**src/rtl/instruction_cache_if.sv**
```systemverilog
// Processor fetch port and instruction-memory line port of the instruction cache.
// slave  : the cache side (consumes proc requests, issues mem line reads).
// master : the environment side (processor IF stage plus instruction memory).
interface instruction_cache_if;
    logic         proc_read;
    logic         proc_write;
    logic [29:0]  proc_addr;
    logic [31:0]  proc_wdata;
    logic [31:0]  proc_rdata;
    logic         proc_stall;
    logic         mem_read;
    logic         mem_write;
    logic [27:0]  mem_addr;
    logic [127:0] mem_wdata;
    logic [127:0] mem_rdata;
    logic         mem_ready;

    modport slave (
        input  proc_read, proc_write, proc_addr, proc_wdata, mem_rdata, mem_ready,
        output proc_rdata, proc_stall, mem_read, mem_write, mem_addr, mem_wdata
    );

    modport master (
        output proc_read, proc_write, proc_addr, proc_wdata, mem_rdata, mem_ready,
        input  proc_rdata, proc_stall, mem_read, mem_write, mem_addr, mem_wdata
    );
endinterface

```
**src/rtl/instruction_cache.sv**
```systemverilog
// Direct-mapped, read-only instruction cache: 2^IDX_W lines of four 32-bit words.
// Hits return the word in the same cycle; a miss stalls, fetches the whole line
// from instruction memory and replays the access from IDLE.
// Ports:
//   clk        : clock, all state on rising edge
//   proc_reset : synchronous active-high reset
//   bus        : proc_* fetch port and mem_* line port (instruction_cache_if.slave)
module instruction_cache #(
    parameter int unsigned IDX_W = 3
) (
    input  logic               clk,
    input  logic               proc_reset,
    instruction_cache_if.slave bus
);
    localparam int unsigned LINES = 1 << IDX_W;
    localparam int unsigned TAG_W = 28 - IDX_W;

    typedef enum logic {
        IDLE  = 1'b0,
        FETCH = 1'b1
    } state_t;

    state_t state_q, state_d;

    logic [LINES-1:0] valid_q;
    logic [TAG_W-1:0] tag_q  [LINES];
    logic [127:0]     data_q [LINES];
    logic [27:0]      miss_addr_q;

    logic [1:0]       offset;
    logic [IDX_W-1:0] index;
    logic [TAG_W-1:0] tag;
    logic [IDX_W-1:0] fill_idx;
    logic [TAG_W-1:0] fill_tag;
    logic [127:0]     line_c;
    logic [6:0]       word_sel;
    logic             hit_c;
    logic             miss_latch_c;
    logic             fill_c;
    logic             unused_c;

    // Address split for the incoming fetch and for the pending fill.
    assign offset   = bus.proc_addr[1:0];
    assign index    = bus.proc_addr[IDX_W+1:2];
    assign tag      = bus.proc_addr[29:IDX_W+2];
    assign fill_idx = miss_addr_q[IDX_W-1:0];
    assign fill_tag = miss_addr_q[27:IDX_W];

    // Hit detect and word select; the read path is live even when proc_read is low.
    assign hit_c    = bus.proc_read & valid_q[index] & (tag_q[index] == tag);
    assign line_c   = data_q[index];
    assign word_sel = {offset, 5'b0_0000};

    // Write port of the processor is meaningless for an instruction cache.
    assign unused_c      = ^{bus.proc_write, bus.proc_wdata};
    assign bus.mem_write = 1'b0;
    assign bus.mem_wdata = 128'd0;

    // Next state and fetch-side outputs; reset forces the post-reset view immediately.
    always_comb begin
        state_d        = state_q;
        miss_latch_c   = 1'b0;
        fill_c         = 1'b0;
        bus.proc_stall = 1'b0;
        bus.mem_read   = 1'b0;
        bus.mem_addr   = bus.proc_addr[29:2];
        bus.proc_rdata = line_c[word_sel +: 32];
        if (proc_reset) begin
            bus.proc_stall = bus.proc_read;
        end else begin
            case (state_q)
                IDLE: begin
                    if (bus.proc_read && !hit_c) begin
                        bus.proc_stall = 1'b1;
                        miss_latch_c   = 1'b1;
                        state_d        = FETCH;
                    end
                end
                FETCH: begin
                    bus.proc_stall = 1'b1;
                    bus.mem_read   = 1'b1;
                    bus.mem_addr   = miss_addr_q;
                    if (bus.mem_ready) begin
                        fill_c  = 1'b1;
                        state_d = IDLE;
                    end
                end
                default: state_d = IDLE;
            endcase
        end
    end

    // Control state: FSM, valid bits and the latched miss line address.
    always_ff @(posedge clk) begin
        if (proc_reset) begin
            state_q     <= IDLE;
            valid_q     <= '0;
            miss_addr_q <= '0;
        end else begin
            state_q <= state_d;
            if (miss_latch_c) begin
                miss_addr_q <= bus.proc_addr[29:2];
            end
            if (fill_c) begin
                valid_q[fill_idx] <= 1'b1;
            end
        end
    end

    // Tag/data arrays need no reset; valid bits gate their use.
    always_ff @(posedge clk) begin
        if (fill_c) begin
            tag_q[fill_idx]  <= fill_tag;
            data_q[fill_idx] <= bus.mem_rdata;
        end
    end
endmodule

```
**src/flat_wrapper.sv**
```systemverilog
// flat-port wrapper written by rule: the top's interface ports become plain ports
module instruction_cache_flat 
#(
    parameter int unsigned IDX_W = 3
)
  (clk, proc_reset, bus_proc_read, bus_proc_write, bus_proc_addr, bus_proc_wdata, bus_mem_rdata, bus_mem_ready, bus_proc_rdata, bus_proc_stall, bus_mem_read, bus_mem_write, bus_mem_addr, bus_mem_wdata);
  instruction_cache_if bus_i ();
  input  logic clk;
  input  logic proc_reset;
  input wire logic [$bits(bus_i.proc_read)-1:0] bus_proc_read;
  input wire logic [$bits(bus_i.proc_write)-1:0] bus_proc_write;
  input wire logic [$bits(bus_i.proc_addr)-1:0] bus_proc_addr;
  input wire logic [$bits(bus_i.proc_wdata)-1:0] bus_proc_wdata;
  input wire logic [$bits(bus_i.mem_rdata)-1:0] bus_mem_rdata;
  input wire logic [$bits(bus_i.mem_ready)-1:0] bus_mem_ready;
  output wire logic [$bits(bus_i.proc_rdata)-1:0] bus_proc_rdata;
  output wire logic [$bits(bus_i.proc_stall)-1:0] bus_proc_stall;
  output wire logic [$bits(bus_i.mem_read)-1:0] bus_mem_read;
  output wire logic [$bits(bus_i.mem_write)-1:0] bus_mem_write;
  output wire logic [$bits(bus_i.mem_addr)-1:0] bus_mem_addr;
  output wire logic [$bits(bus_i.mem_wdata)-1:0] bus_mem_wdata;
  assign bus_i.proc_read = bus_proc_read;
  assign bus_i.proc_write = bus_proc_write;
  assign bus_i.proc_addr = bus_proc_addr;
  assign bus_i.proc_wdata = bus_proc_wdata;
  assign bus_i.mem_rdata = bus_mem_rdata;
  assign bus_i.mem_ready = bus_mem_ready;
  assign bus_proc_rdata = bus_i.proc_rdata;
  assign bus_proc_stall = bus_i.proc_stall;
  assign bus_mem_read = bus_i.mem_read;
  assign bus_mem_write = bus_i.mem_write;
  assign bus_mem_addr = bus_i.mem_addr;
  assign bus_mem_wdata = bus_i.mem_wdata;
  instruction_cache #(.IDX_W(IDX_W)) u_core (.clk(clk), .proc_reset(proc_reset), .bus(bus_i));
endmodule
```
**config.mk**
```make
export PLATFORM = sky130hd
export DESIGN_NAME = instruction_cache_flat
export DESIGN_NICKNAME = d
export VERILOG_FILES = /design/src/rtl/instruction_cache_if.sv /design/src/rtl/instruction_cache.sv /design/src/flat_wrapper.sv
export SDC_FILE = /design/constraint.sdc
export NUM_CORES = 1
export LEC_CHECK = 0
export ABC_CLOCK_PERIOD_IN_PS = 47400
export CORE_ASPECT_RATIO = 1.25
export CORE_MARGIN = 1.5
export CORE_UTILIZATION = 63
export CTS_CLUSTER_SIZE = 10
export DETAILED_ROUTE_END_ITERATION = 16
export GPL_ROUTABILITY_DRIVEN = 0
export PLACE_DENSITY = 0.95
export SYNTH_ARGS = -nofsm -noshare
export SYNTH_HDL_FRONTEND = slang
export SYNTH_SLANG_ARGS = --single-unit
```
**constraint.sdc**
```tcl
create_clock -name clk -period 47.4 [get_ports clk]
set_clock_uncertainty 0.05 [all_clocks]
set_input_delay 9.48 -clock clk [delete_from_list [all_inputs] [get_ports clk]]
set_output_delay 9.48 -clock clk [all_outputs]
set_load 0.01 [all_outputs]
```
Word level (Yosys, flattened, before mapping)
Memory sizes are Yosys's and may differ from the RTL's.
Cells that the tools add are included.
{"block": "classes", "n_mux": 20, "n_lt_le_gt_ge": 3, "n_eq_ne": 1, "bitwise": 4, "reduce_logical": 3, "shifts": 1}
{"cell": "indexed part select 128 x 8 -> 32 bit", "count": 1}
{"cell": "2-to-1 mux 28 bit", "count": 2}
{"cell": "equality test 25 bit", "count": 1}
{"cell": "2-to-1 mux 1 bit", "count": 14}
{"cell": "< comparator 3 x 4 -> 1 bit (second input constant)", "count": 2}
{"cell": "bitwise OR 8 bit", "count": 1}
{"cell": "case mux 1 bit (2 select lines)", "count": 2}
{"cell": "binary-select mux 1 bit (select 3 bit)", "count": 1}
{"cell": "demux 1 bit (select 3 bit)", "count": 1}
{"cell": "greater-or-equal comparator 3 x 1 -> 1 bit (second input constant)", "count": 1}
{"cell": "bitwise AND 1 bit", "count": 2}
{"cell": "logical AND 1 bit", "count": 2}
{"cell": "zero test 1 bit", "count": 1}
{"cell": "inverter 1 bit", "count": 1}
{"block": "totals", "input_bits": 195, "mem_bits_rw": 1224, "reg_bits": 37, "mem_count": 2}
{"name": "u_core.data_q", "words": 8, "word_bits": 128, "rd": 1, "rd_ports_with_merged_regs": 0, "wr": 1, "line": "instruction_cache.sv:27", "source": "logic [127:0] data_q [LINES];"}
{"name": "u_core.tag_q", "words": 8, "word_bits": 25, "rd": 1, "rd_ports_with_merged_regs": 0, "wr": 1, "line": "instruction_cache.sv:26", "source": "logic [TAG_W-1:0] tag_q [LINES];"}

Logic depth before layout (Yosys ltp)
Gate-level depths: netlist of run 1.
{"block": "logic_depth", "word_depth": 9, "ltp_mapped": 14, "ltp_nobuf": 7}

Worst setup path before layout of run 1
No wires, ideal clock.
{"block": "synth_timing", "path_kind": "in2reg", "startpoint": "input port proc_reset", "endpoint": "memory u_core.data_q[0][0] (enable)", "path_stages": 3, "arrival_ps": 24341, "setup_ps": 1044, "path_slack_ps": 21965, "cell_sequence": "nand2b_1 > clkbuf_1 > nor4_1"}
{"block": "synth_between", "elab_chain_len": 3}
{"item": "start: declaration", "line": "flat_wrapper.sv:9", "source": "input logic proc_reset;"}
{"item": "2-to-1 mux 1 bit", "line": "instruction_cache.sv:68", "source": "if (proc_reset) begin"}
{"item": "2-to-1 mux 1 bit", "line": "instruction_cache.sv:112", "source": "if (fill_c) begin"}
{"item": "2-to-1 mux 1 bit (implied by the code)", "line": "instruction_cache.sv:114", "source": "data_q[fill_idx] <= bus.mem_rdata;"}
{"item": "end: declaration", "line": "instruction_cache.sv:27"}
No other way between the ends.

Worst setup path after layout of run 1
{"block": "layout_timing", "startpoint": "input port bus_proc_addr[2]", "endpoint": "output port bus_proc_stall"}
{"block": "layout_between", "elab_chain_len": 9}
{"item": "start: declaration", "line": "flat_wrapper.sv:12", "source": "input wire logic [$bits(bus_i.proc_addr)-1:0] bus_proc_addr;"}
{"item": "branches (longest 3 deep; another with memory read (8 x 25 bit))"}
{"item": "bitwise AND 1 bit *", "line": "instruction_cache.sv:50", "source": "assign hit_c = bus.proc_read & valid_q[index] & (tag_q[index] == tag);"}
{"item": "zero test 1 bit *", "line": "instruction_cache.sv:73", "source": "if (bus.proc_read && !hit_c) begin"}
{"item": "logical AND 1 bit *", "line": "instruction_cache.sv:73"}
{"item": "2-to-1 mux 1 bit *", "line": "instruction_cache.sv:73"}
{"item": "case mux 1 bit (2 select lines) *", "line": "instruction_cache.sv:71", "source": "case (state_q)"}
{"item": "2-to-1 mux 1 bit *", "line": "instruction_cache.sv:68"}
{"item": "end: declaration", "line": "flat_wrapper.sv:17", "source": "output wire logic [$bits(bus_i.proc_stall)-1:0] bus_proc_stall;"}
Every way passes the cells marked *. The select of a mux whose other input is x is not followed.

==> results.md, run 1 <==
- Yosys cell types: 44
- Req. time, crit path: 37.87 ns
- Gr usage total: 30.2%
- Critical Path Sink Type: output pin
- CTS tree: yes
- Total power: 2.34 mW
- Width of the die: 254 um
- Post-CTS resize count: 0
- CTS max path bufs: 3
- Total CTS buffers: 144
- Synth Instances: 2,234
- Ys async rst share: 0%
- Max Cap Viol: 0
- CP bufs+invs: 4
- Area of the core: 77,600 um^2
- Crit path max-delay family: buffers and inverters
- Yosys Warn Count: 0
- Worst slack, placed: 23.12 ns
- Synth top area share: 74.1%
- Arr. time, crit path: 14.67 ns
- Ranking of synthesized cells by area: edfxtp_1 (74%), mux4_2 (16%), buf_4 (2.0%)
- Vias: 23,900
- Setup ws final: 23.20 ns
- Tcrit/Tclk final: 51.1%
- Largest net degree at the start of global routing: 142
- Layout area overhead: 13.8%
- Post-Route WL: 118 mm
- Chip height: 317 um
- Fin. Hold Viols: 0
- Final HPWL DP: 60.9 mm
- Max incr delay on CP: 0.86 ns
- LEAKAGE: 18.0 nW
- Syn Area/Cell: 22.2 um^2
- Io pins: 386
- Crit-path max FO: 119
- Reg clk slew, reported paths: 0.06 ns
- Vias in the first global route: 25,000
- Max Freq: 0.0413 GHz
- Layout Nets: 2,719
- CP Cell Sequence: buf_8, buf_12, buf_4, nor2b_1, a22o_1, o21ai_0, nand3_1, or4_1, o41ai_1, nand2_1, clkdlybuf4s50_1
- Cts-stage hold buffer count: 0
- 1st-iter DRT viols: 2,717
- Min-Delay Path Class: reg2reg
- Slew headroom: 19.4%
- EDFF count, synth: 1,224
- Ys flop type: edfxtp_1
- First-pass GRT wire length: 171 mm
- CTS H-tree depth: 4
- Number of vias per cell: 6.60
- Die footprint: 80,400 um^2
- Layout cell share with drive strength beyond 1: 23.7%
- Root Buffer: clkbuf_16
- Critical path class: in2out
- ANT nets after route: 0
- Startpoint Class: primary input
- Cell Pwr Density: 41.5 nW/um^2
- Synthesized cell area: 49,600 um^2
- TNS Setup: 0 ns
- Initial antenna violation count: 18
- Cell with the most instances after synthesis: edfxtp_1
- RSZ-0062 raised after global routing: false
- Port Buffer Count: 223
- Top cell types by occurrence after synthesis: edfxtp_1 (1,224), mux4_2 (351), buf_4 (131)
- Finish-stage setup viols: 0
- Worst-margin pin slew: 1.21 ns
- Status: completed
- Site row count: 114
- Gr ovfl total: 0
- Starting Density: 63.9%
- Routed length per instance: 32.6 um
- Clk sinks: 1,261
- WHS: 0.432 ns
- Maximum VDD drop: 0.0378 mV
- Yosys reg bits: 1,261
- Period minus WS final: 24.20 ns
- Postcts setup bufs: 0
- Largest area contributor in the netlist: edfxtp_1
- Seq/Total Area, Yosys: 75.6%
- Critical path's slowest cell: buf_4
- Drt pass-1 iters: 5
- Fin. max-slew vios: 0
- DRC Markers: 0
- Worst-Skew Late Latency: 0.75 ns
-- path summary, 6_finish.rpt --
kind                                       start  slack (ns)                              to  depth (start not counted)
setup / recovery                bus_proc_addr[2]       23.20                  bus_proc_stall                         11
hold / removal    u_core.valid_q[2]$_SDFFE_PP0P_        0.43  u_core.valid_q[2]$_SDFFE_PP0P_                          2
setup reg to reg       u_core.state_q$_SDFF_PP0_       43.41  u_core.data_q[0][58]$_DFFE_PP_                          6
hold reg to reg   u_core.valid_q[2]$_SDFFE_PP0P_        0.43  u_core.valid_q[2]$_SDFFE_PP0P_                          2
-- tightest hold or removal path: cells and delay by family, from the launching register on --
kind          cells  cell delay, ns
flops             1            0.33
simple gates      2            0.12
-- cells in the final DEF, fill, tap and decap left out, types with 4 or more instances in the layout --
cell type	n
edfxtp_1	1224
mux4_2	351
clkdlybuf4s50_1	218
clkbuf_16	148
conb_1	129
nand2_1	83
mux2i_1	63
nand2b_1	61
mux2_2	50
dfxtp_1	37
clkbuf_1	25
buf_4	25
nor2_1	19
o21ai_0	15
diode_2	12
xnor2_1	12
inv_1	8
or3_1	8
o22ai_1	8
a22o_1	7
inv_6	7
buf_12	6
nor3_2	4
nand4_1	4
-- where the power goes --
part	switching [mW]	internal, mW	total (mW)
sequential	0.00555	1.23	1.24
clock	0.413	0.559	0.972
combinational	0.0720	0.0634	0.135
-- state kept, by name, indices dropped and copies added (netlist names) --
signal,flops
u_core.tag_q,200
u_core.miss_addr_q,28
u_core.data_q,1024
u_core.valid_q,8
u_core.state_q,1
-- area by class of cell --
class / count / area, um^2
flip-flops and latches: 1261 / 37500
fillers: 4020 / 21100
multi-input cells: 856 / 11100
clock buffers: 173 / 3800
repair buffers: 253 / 2540
well taps: 1044 / 1310
clock inverters: 13 / 153
inverters: 8 / 30.0
diodes: 12 / 30.0
-- cell families (layout without fill, tap and decap cells) --
group | count (synthesis) | in the layout | share of synthesized area (%)
flops | 1261 | 1261 | 75.6
xor+xnor | 13 | 13 | 0.230
other cells | 1 | 141 | 0.00756
compound gates | 52 | 52 | 0.759
mux | 466 | 466 | 18.4
simple gates | 196 | 196 | 1.93
buf+inv | 245 | 447 | 3.09
-- per-layer routing --
layer	global-route usage (%)	up-vias	share of wire (%)
met3	6.96	286	8.3
met1	36.3	12600	34
met4	14.6	24	4.9
met5	0	-	0.14
met2	51.8	1446	53
li1	-	9543	-
-- stage by stage --
step           utilization, %  instance area [um^2]  instances
4_1_cts                  72.7                 56400       3608
3_5_place_dp             67.6                 52500       3422
5_1_grt                  72.7                 56400       3612
2_1_floorplan               -                 50100       2362
6_report                 72.8                 56500       3620
3_3_place_gp             67.6                 52500       3422
No activity file was read; power rests on OpenSTA's default activity.
==> inputs of run 2 (changes only) <==
Settings changed: ABC_CLOCK_PERIOD_IN_PS 47400 to 23000, CORE_UTILIZATION 63 to 58, PLACE_DENSITY 0.95 to 0.9.
Clock period 47.4 ns to 23 ns, I/O delays scaled along.
==> results.md, run 2 (synthesis results as in run 1) <==
- Status: completed
- Critical path class: in2out
- Routed length per instance: 30.5 um (-6.4%)
- Comb pwr share: 5.7% (about the same)
- Maximum VDD drop: 0.0793 mV (+110%)
- Gr ovfl total: 0 (unchanged)
- Max Cap Viol: 0 (unchanged)
- LEAKAGE: 18.0 nW (+0.17%)
- 1st-iter DRT viols: 2,563 (-5.7%)
- Period minus WS final: 13.99 ns
- Max Freq: 0.0715 GHz
- Commonest non-fill, non-tap cell in the layout: edfxtp_1
- Clk pwr share: 41.4% (about the same)
- Post-CTS resize count: 0 (unchanged)
- Total CTS buffers: 144 (unchanged)
- Gr usage total: 26.2% (-4.0 points)
- Post-Place Cells: 3,474 (+1.5%)
- Fin. Hold Viols: 0 (unchanged)
- Layout area overhead: 13.9%
- Reg clk slew, reported paths: 0.05 ns (about the same)
- Worst-margin pin slew: 1.13 ns (-0.0816 ns)
- Clk sinks: 1,261 (unchanged)
- Post-Route WL: 112 mm (-5.3%)
- Most frequent cells in the layout: edfxtp_1 (1,224), mux4_2 (351), clkdlybuf4s50_1 (218)
- Cts-stage hold buffer count: 0 (unchanged)
- Worst-Skew Late Latency: 0.74 ns (about the same)
- Postcts setup bufs: 0 (unchanged)
- Die footprint: 87,300 um^2 (+8.5%)
- Biggest regs: u_core.data_q: 1024 flops, u_core.tag_q: 200 flops, u_core.miss_addr_q: 28 flops
- Largest Register: u_core.data_q
- Fin. max-slew vios: 0 (unchanged)
- Layout cell share with drive strength beyond 1: 23.9% (+0.23 points)
- CTS H-tree depth: 4 (unchanged)
- Arr. time, crit path: 9.34 ns (-5.33 ns)
- Final core occ: 66.9% (-5.8 points)
- Starting Density: 58.8% (-5.2 points)
- Tcrit/Tclk final: 60.8%
- TNS Setup: 0 ns (unchanged)
- Pint: 3.82 mW (+110%)
- Req. time, crit path: 18.35 ns (-19.52 ns)
- Cell Pwr Density: 85.3 nW/um^2 (+110%)
- Area of the core: 84,400 um^2 (+8.8%)
- Largest net degree at the start of global routing: 151 (+6.3%)
- Chip height: 330 um (+4.2%)
- Root Buffer: clkbuf_16
- Width of the die: 265 um (+4.2%)
- Vias in the first global route: 25,300 (+1.2%)
- Layout Nets: 2,726 (+0.26%)
- Number of vias per cell: 6.46 (-2.2%)
- RSZ-0062 raised after global routing: false
- Startpoint Class: primary input
- Final Non-Filler Cells: 3,665 (+1.2%)
- Max FFs per register: 1,024 (unchanged)
- ANT nets after route: 0 (unchanged)
- Final HPWL DP: 58.8 mm (-3.4%)
- Critical Path Sink Type: output pin
- Port Buffer Count: 223 (unchanged)
- Net Sw Frac: 20.6% (-0.29 points)
- Finish-stage setup viols: 0 (unchanged)
- Drt pass-1 iters: 6 (+1)
- Site row count: 119 (+4.4%)
- Initial antenna violation count: 20 (+2)
- Io pins: 386 (unchanged)
- CTS max path bufs: 3 (unchanged)
- Crit-path max FO: 90 (-24%)
- Min-Delay Path Class: reg2reg
- CTS tree: yes
- First-pass GRT wire length: 164 mm (-3.9%)
- DRC Markers: 0 (unchanged)
- Sw Pwr: 0.994 mW (+100%)
- Slew headroom: 24.9% (+5.4 points)
- Vias: 23,700 (-0.94%)
- Seq pwr share: 52.9% (+0.2 points)
- Reg-to-reg slack, setup: 18.62 ns (-24.79 ns)
-- run 2: stage by stage --
stage / instance area, um^2 / hold slack, ns / total power [mW] / worst slack [ns]
floorplan: 50100 / 0.385 / 2.76 / 2.45
global placement: 52500 / 0.395 / 2.85 / 8.88
detailed placement: 52500 / 0.421 / 2.86 / 8.80
CTS: 56500 / 0.430 / 4.85 / 8.74
global route: 56500 / 0.437 / 4.94 / 8.58
finish: 56500 / 0.434 / 4.82 / 9.01
-- run 2: cell type report --
class                   instances  area, um^2
flip-flops and latches       1261       37500
fillers                      4908       27900
multi-input cells             856       11100
clock buffers                 172        3770
repair buffers                260        2540
well taps                    1089        1360
clock inverters                12         193
inverters                       8        30.0
diodes                          7        17.5
-- run 2: per-layer routing --
layer	track usage, %	wire [um]
met1	32.1	40500
met2	45.3	58300
met3	5.74	8790
met4	11.1	4120
met5	0	162
-- run 2: worst max-delay path, stage by stage --
cell             delay [ns]
buf_8                  0.64
buf_4                  0.93
buf_4                  0.91
mux4_2                 0.66
mux4_2                 0.60
mux2_2                 0.34
clkdlybuf4s50_1        0.48
-- run 2: worst paths after layout --
check	startpoint	to	cells past startpoint
setup / recovery	bus_proc_addr[2]	bus_proc_rdata[15]	7
hold / removal	u_core.valid_q[4]$_SDFFE_PP0P_	u_core.valid_q[4]$_SDFFE_PP0P_	2
setup reg to reg	u_core.state_q$_SDFF_PP0_	u_core.data_q[1][60]$_DFFE_PP_	8
hold reg to reg	u_core.valid_q[4]$_SDFFE_PP0P_	u_core.valid_q[4]$_SDFFE_PP0P_	2
-- run 2: power groups by stage --
stage / Sequential, mW / Combinational (mW) / Clock, mW
3_5_place_dp: 2.59 / 0.272 / 0
5_1_grt: 2.55 / 0.290 / 2.10
2_1_floorplan: 2.59 / 0.170 / 0
6_report: 2.55 / 0.274 / 2.00
4_1_cts: 2.55 / 0.276 / 2.03
3_3_place_gp: 2.59 / 0.262 / 0
==> inputs of run 3 (changes only) <==
Settings changed: ABC_CLOCK_PERIOD_IN_PS 23000 to 14670.
Clock period 23 ns to 14.67 ns, I/O delays scaled along.
==> results.md, run 3 (synthesis results as in run 1) <==
- Most frequent cells in the layout: edfxtp_1 (1,224), mux4_2 (351), clkdlybuf4s50_1 (218)
- Crit-path max FO: 108 (+20%)
- Critical path class: in2out
- Largest Register: u_core.data_q
- Post-Place Cells: 3,471 (-0.086%)
- Total power: 7.60 mW (+58%)
- FILL cells: 4,920 (+0.24%)
- Critical path's slowest cell: buf_12
- CTS H-tree depth: 4 (unchanged)
- Max Cap Viol: 0 (unchanged)
- Reg clk slew, reported paths: 0.05 ns (about the same)
- Maximum VDD drop: 0.109 mV (+37%)
- Postcts setup bufs: 0 (unchanged)
- Layout cell share with drive strength beyond 1: 23.8% (-0.13 points)
- Biggest regs: u_core.data_q: 1024 flops, u_core.tag_q: 200 flops, u_core.miss_addr_q: 28 flops
- Post-Route WL: 111 mm (-0.52%)
- Worst-Skew Late Latency: 0.75 ns (about the same)
- Cell Pwr Density: 134 nW/um^2 (+57%)
- Max incr delay on CP: 0.74 ns (-0.19 ns)
- ANT nets after route: 0 (unchanged)
- Number of vias per cell: 6.39 (-1.1%)
- CP bufs+invs: 4 (unchanged)
- Crit path max-delay family: buffers and inverters
- DRC Markers: 0 (unchanged)
- Drt pass-1 iters: 5 (-1)
- Final Non-Filler Cells: 3,672 (+0.19%)
- Commonest non-fill, non-tap cell in the layout: edfxtp_1
- Chip height: 330 um (unchanged)
- Gr ovfl total: 0 (unchanged)
- Final HPWL DP: 59.4 mm (+0.97%)
- CP Cell Sequence: buf_8, buf_12, buf_12, mux4_2, mux4_2, mux2_2, clkdlybuf4s50_1
- Finish-stage setup viols: 0 (unchanged)
- Die footprint: 87,300 um^2 (unchanged)
- Gr usage total: 26.0% (-0.16 points)
- Fin. Hold Viols: 0 (unchanged)
- Period minus WS final: 10.46 ns
- Status: completed
- Port Buffer Count: 223 (unchanged)
- Tcrit/Tclk final: 71.3%
- Slew headroom: 23.0% (-1.8 points)
- Area of the core: 84,400 um^2 (unchanged)
- Max FFs per register: 1,024 (unchanged)
- Site row count: 119 (unchanged)
- Startpoint Class: primary input
- Min-Delay Path Class: reg2reg
- Layout area overhead: 14.2%
- Vias: 23,500 (-0.87%)
- 1st-iter DRT viols: 2,577 (+0.55%)
- WHS: 0.430 ns (-0.00427 ns)
- Starting Density: 58.8% (unchanged)
- Vias in the first global route: 25,000 (-1.1%)
- Critical Path Sink Type: output pin
- Total CTS buffers: 144 (unchanged)
- Post-CTS resize count: 0 (unchanged)
- Max Freq: 0.0956 GHz
- Req. time, crit path: 11.69 ns (-6.66 ns)
- Routed length per instance: 30.3 um (-0.71%)
- Worst-margin pin slew: 1.15 ns (+0.0275 ns)
- Io pins: 386 (unchanged)
- CTS tree: yes
- CTS max path bufs: 3 (unchanged)
- First-pass GRT wire length: 163 mm (-0.63%)
- LEAKAGE: 18.1 nW (+0.26%)
- Root Buffer: clkbuf_16
- Fin. max-slew vios: 0 (unchanged)
- Largest net degree at the start of global routing: 169 (+12%)
- Layout Nets: 2,723 (-0.11%)
- Width of the die: 265 um (unchanged)
- Arr. time, crit path: 7.48 ns (-1.86 ns)
- Clk sinks: 1,261 (unchanged)
- Initial antenna violation count: 16 (-20%)
- Cts-stage hold buffer count: 0 (unchanged)
- RSZ-0062 raised after global routing: false
- TNS Setup: 0 ns (unchanged)
run 3: worst register-to-register path: stages, from the launching register on:
cell	delay [ns]
dfxtp_1	0.34
nand2b_1	0.06
buf_4	0.24
inv_1	0.14
buf_4	0.34
nand2_1	0.38
nor3_4	0.35
buf_4	0.91
buf_4	0.89
run 3: metal layers:
layer | vias up | wire length, um | global-route usage (%)
met5 | - | 99 | 0
met4 | 18 | 3610 | 10.4
met3 | 231 | 8750 | 5.46
met2 | 1320 | 59100 | 45.7
met1 | 12300 | 39700 | 31.6
li1 | 9565 | - | -
run 3: worst paths after layout:
path | start | endpoint | slack [ns] | cells past startpoint
hold / removal | u_core.valid_q[1]$_SDFFE_PP0P_ | u_core.valid_q[1]$_SDFFE_PP0P_ | 0.43 | 2
setup / recovery | bus_proc_addr[2] | bus_proc_rdata[13] | 4.21 | 7
setup reg to reg | u_core.state_q$_SDFF_PP0_ | u_core.data_q[1][84]$_DFFE_PP_ | 10.53 | 8
hold reg to reg | u_core.valid_q[1]$_SDFFE_PP0P_ | u_core.valid_q[1]$_SDFFE_PP0P_ | 0.43 | 2
run 3: layout make-up:
cell class | instances | area [um^2] | area share [%]
sequential | 1261 | 37500 | 66.2
multi-input combinational | 856 | 11100 | 19.7
clock buffer | 177 | 3750 | 6.62
timing repair buffer | 257 | 2550 | 4.51
tap | 1089 | 1360 | 2.41
clock inverter | 16 | 283 | 0.499
inverter | 8 | 30.0 | 0.0530
antenna | 8 | 20.0 | 0.0354
run 3: report_power, final:
group	internal [mW]	switching, mW
clock network	1.81	1.36
registers	3.98	0.0176
logic	0.205	0.225
total	5.99	1.60
run 3: stage by stage:
step	util [%]	area, um^2	worst slack [ns]
finish	67.1	56600	4.21
global route	67.1	56600	3.91
CTS	67.0	56600	4.17
detailed placement	62.3	52600	4.21
global placement	62.3	52600	4.29
floorplan	-	50100	-4.22
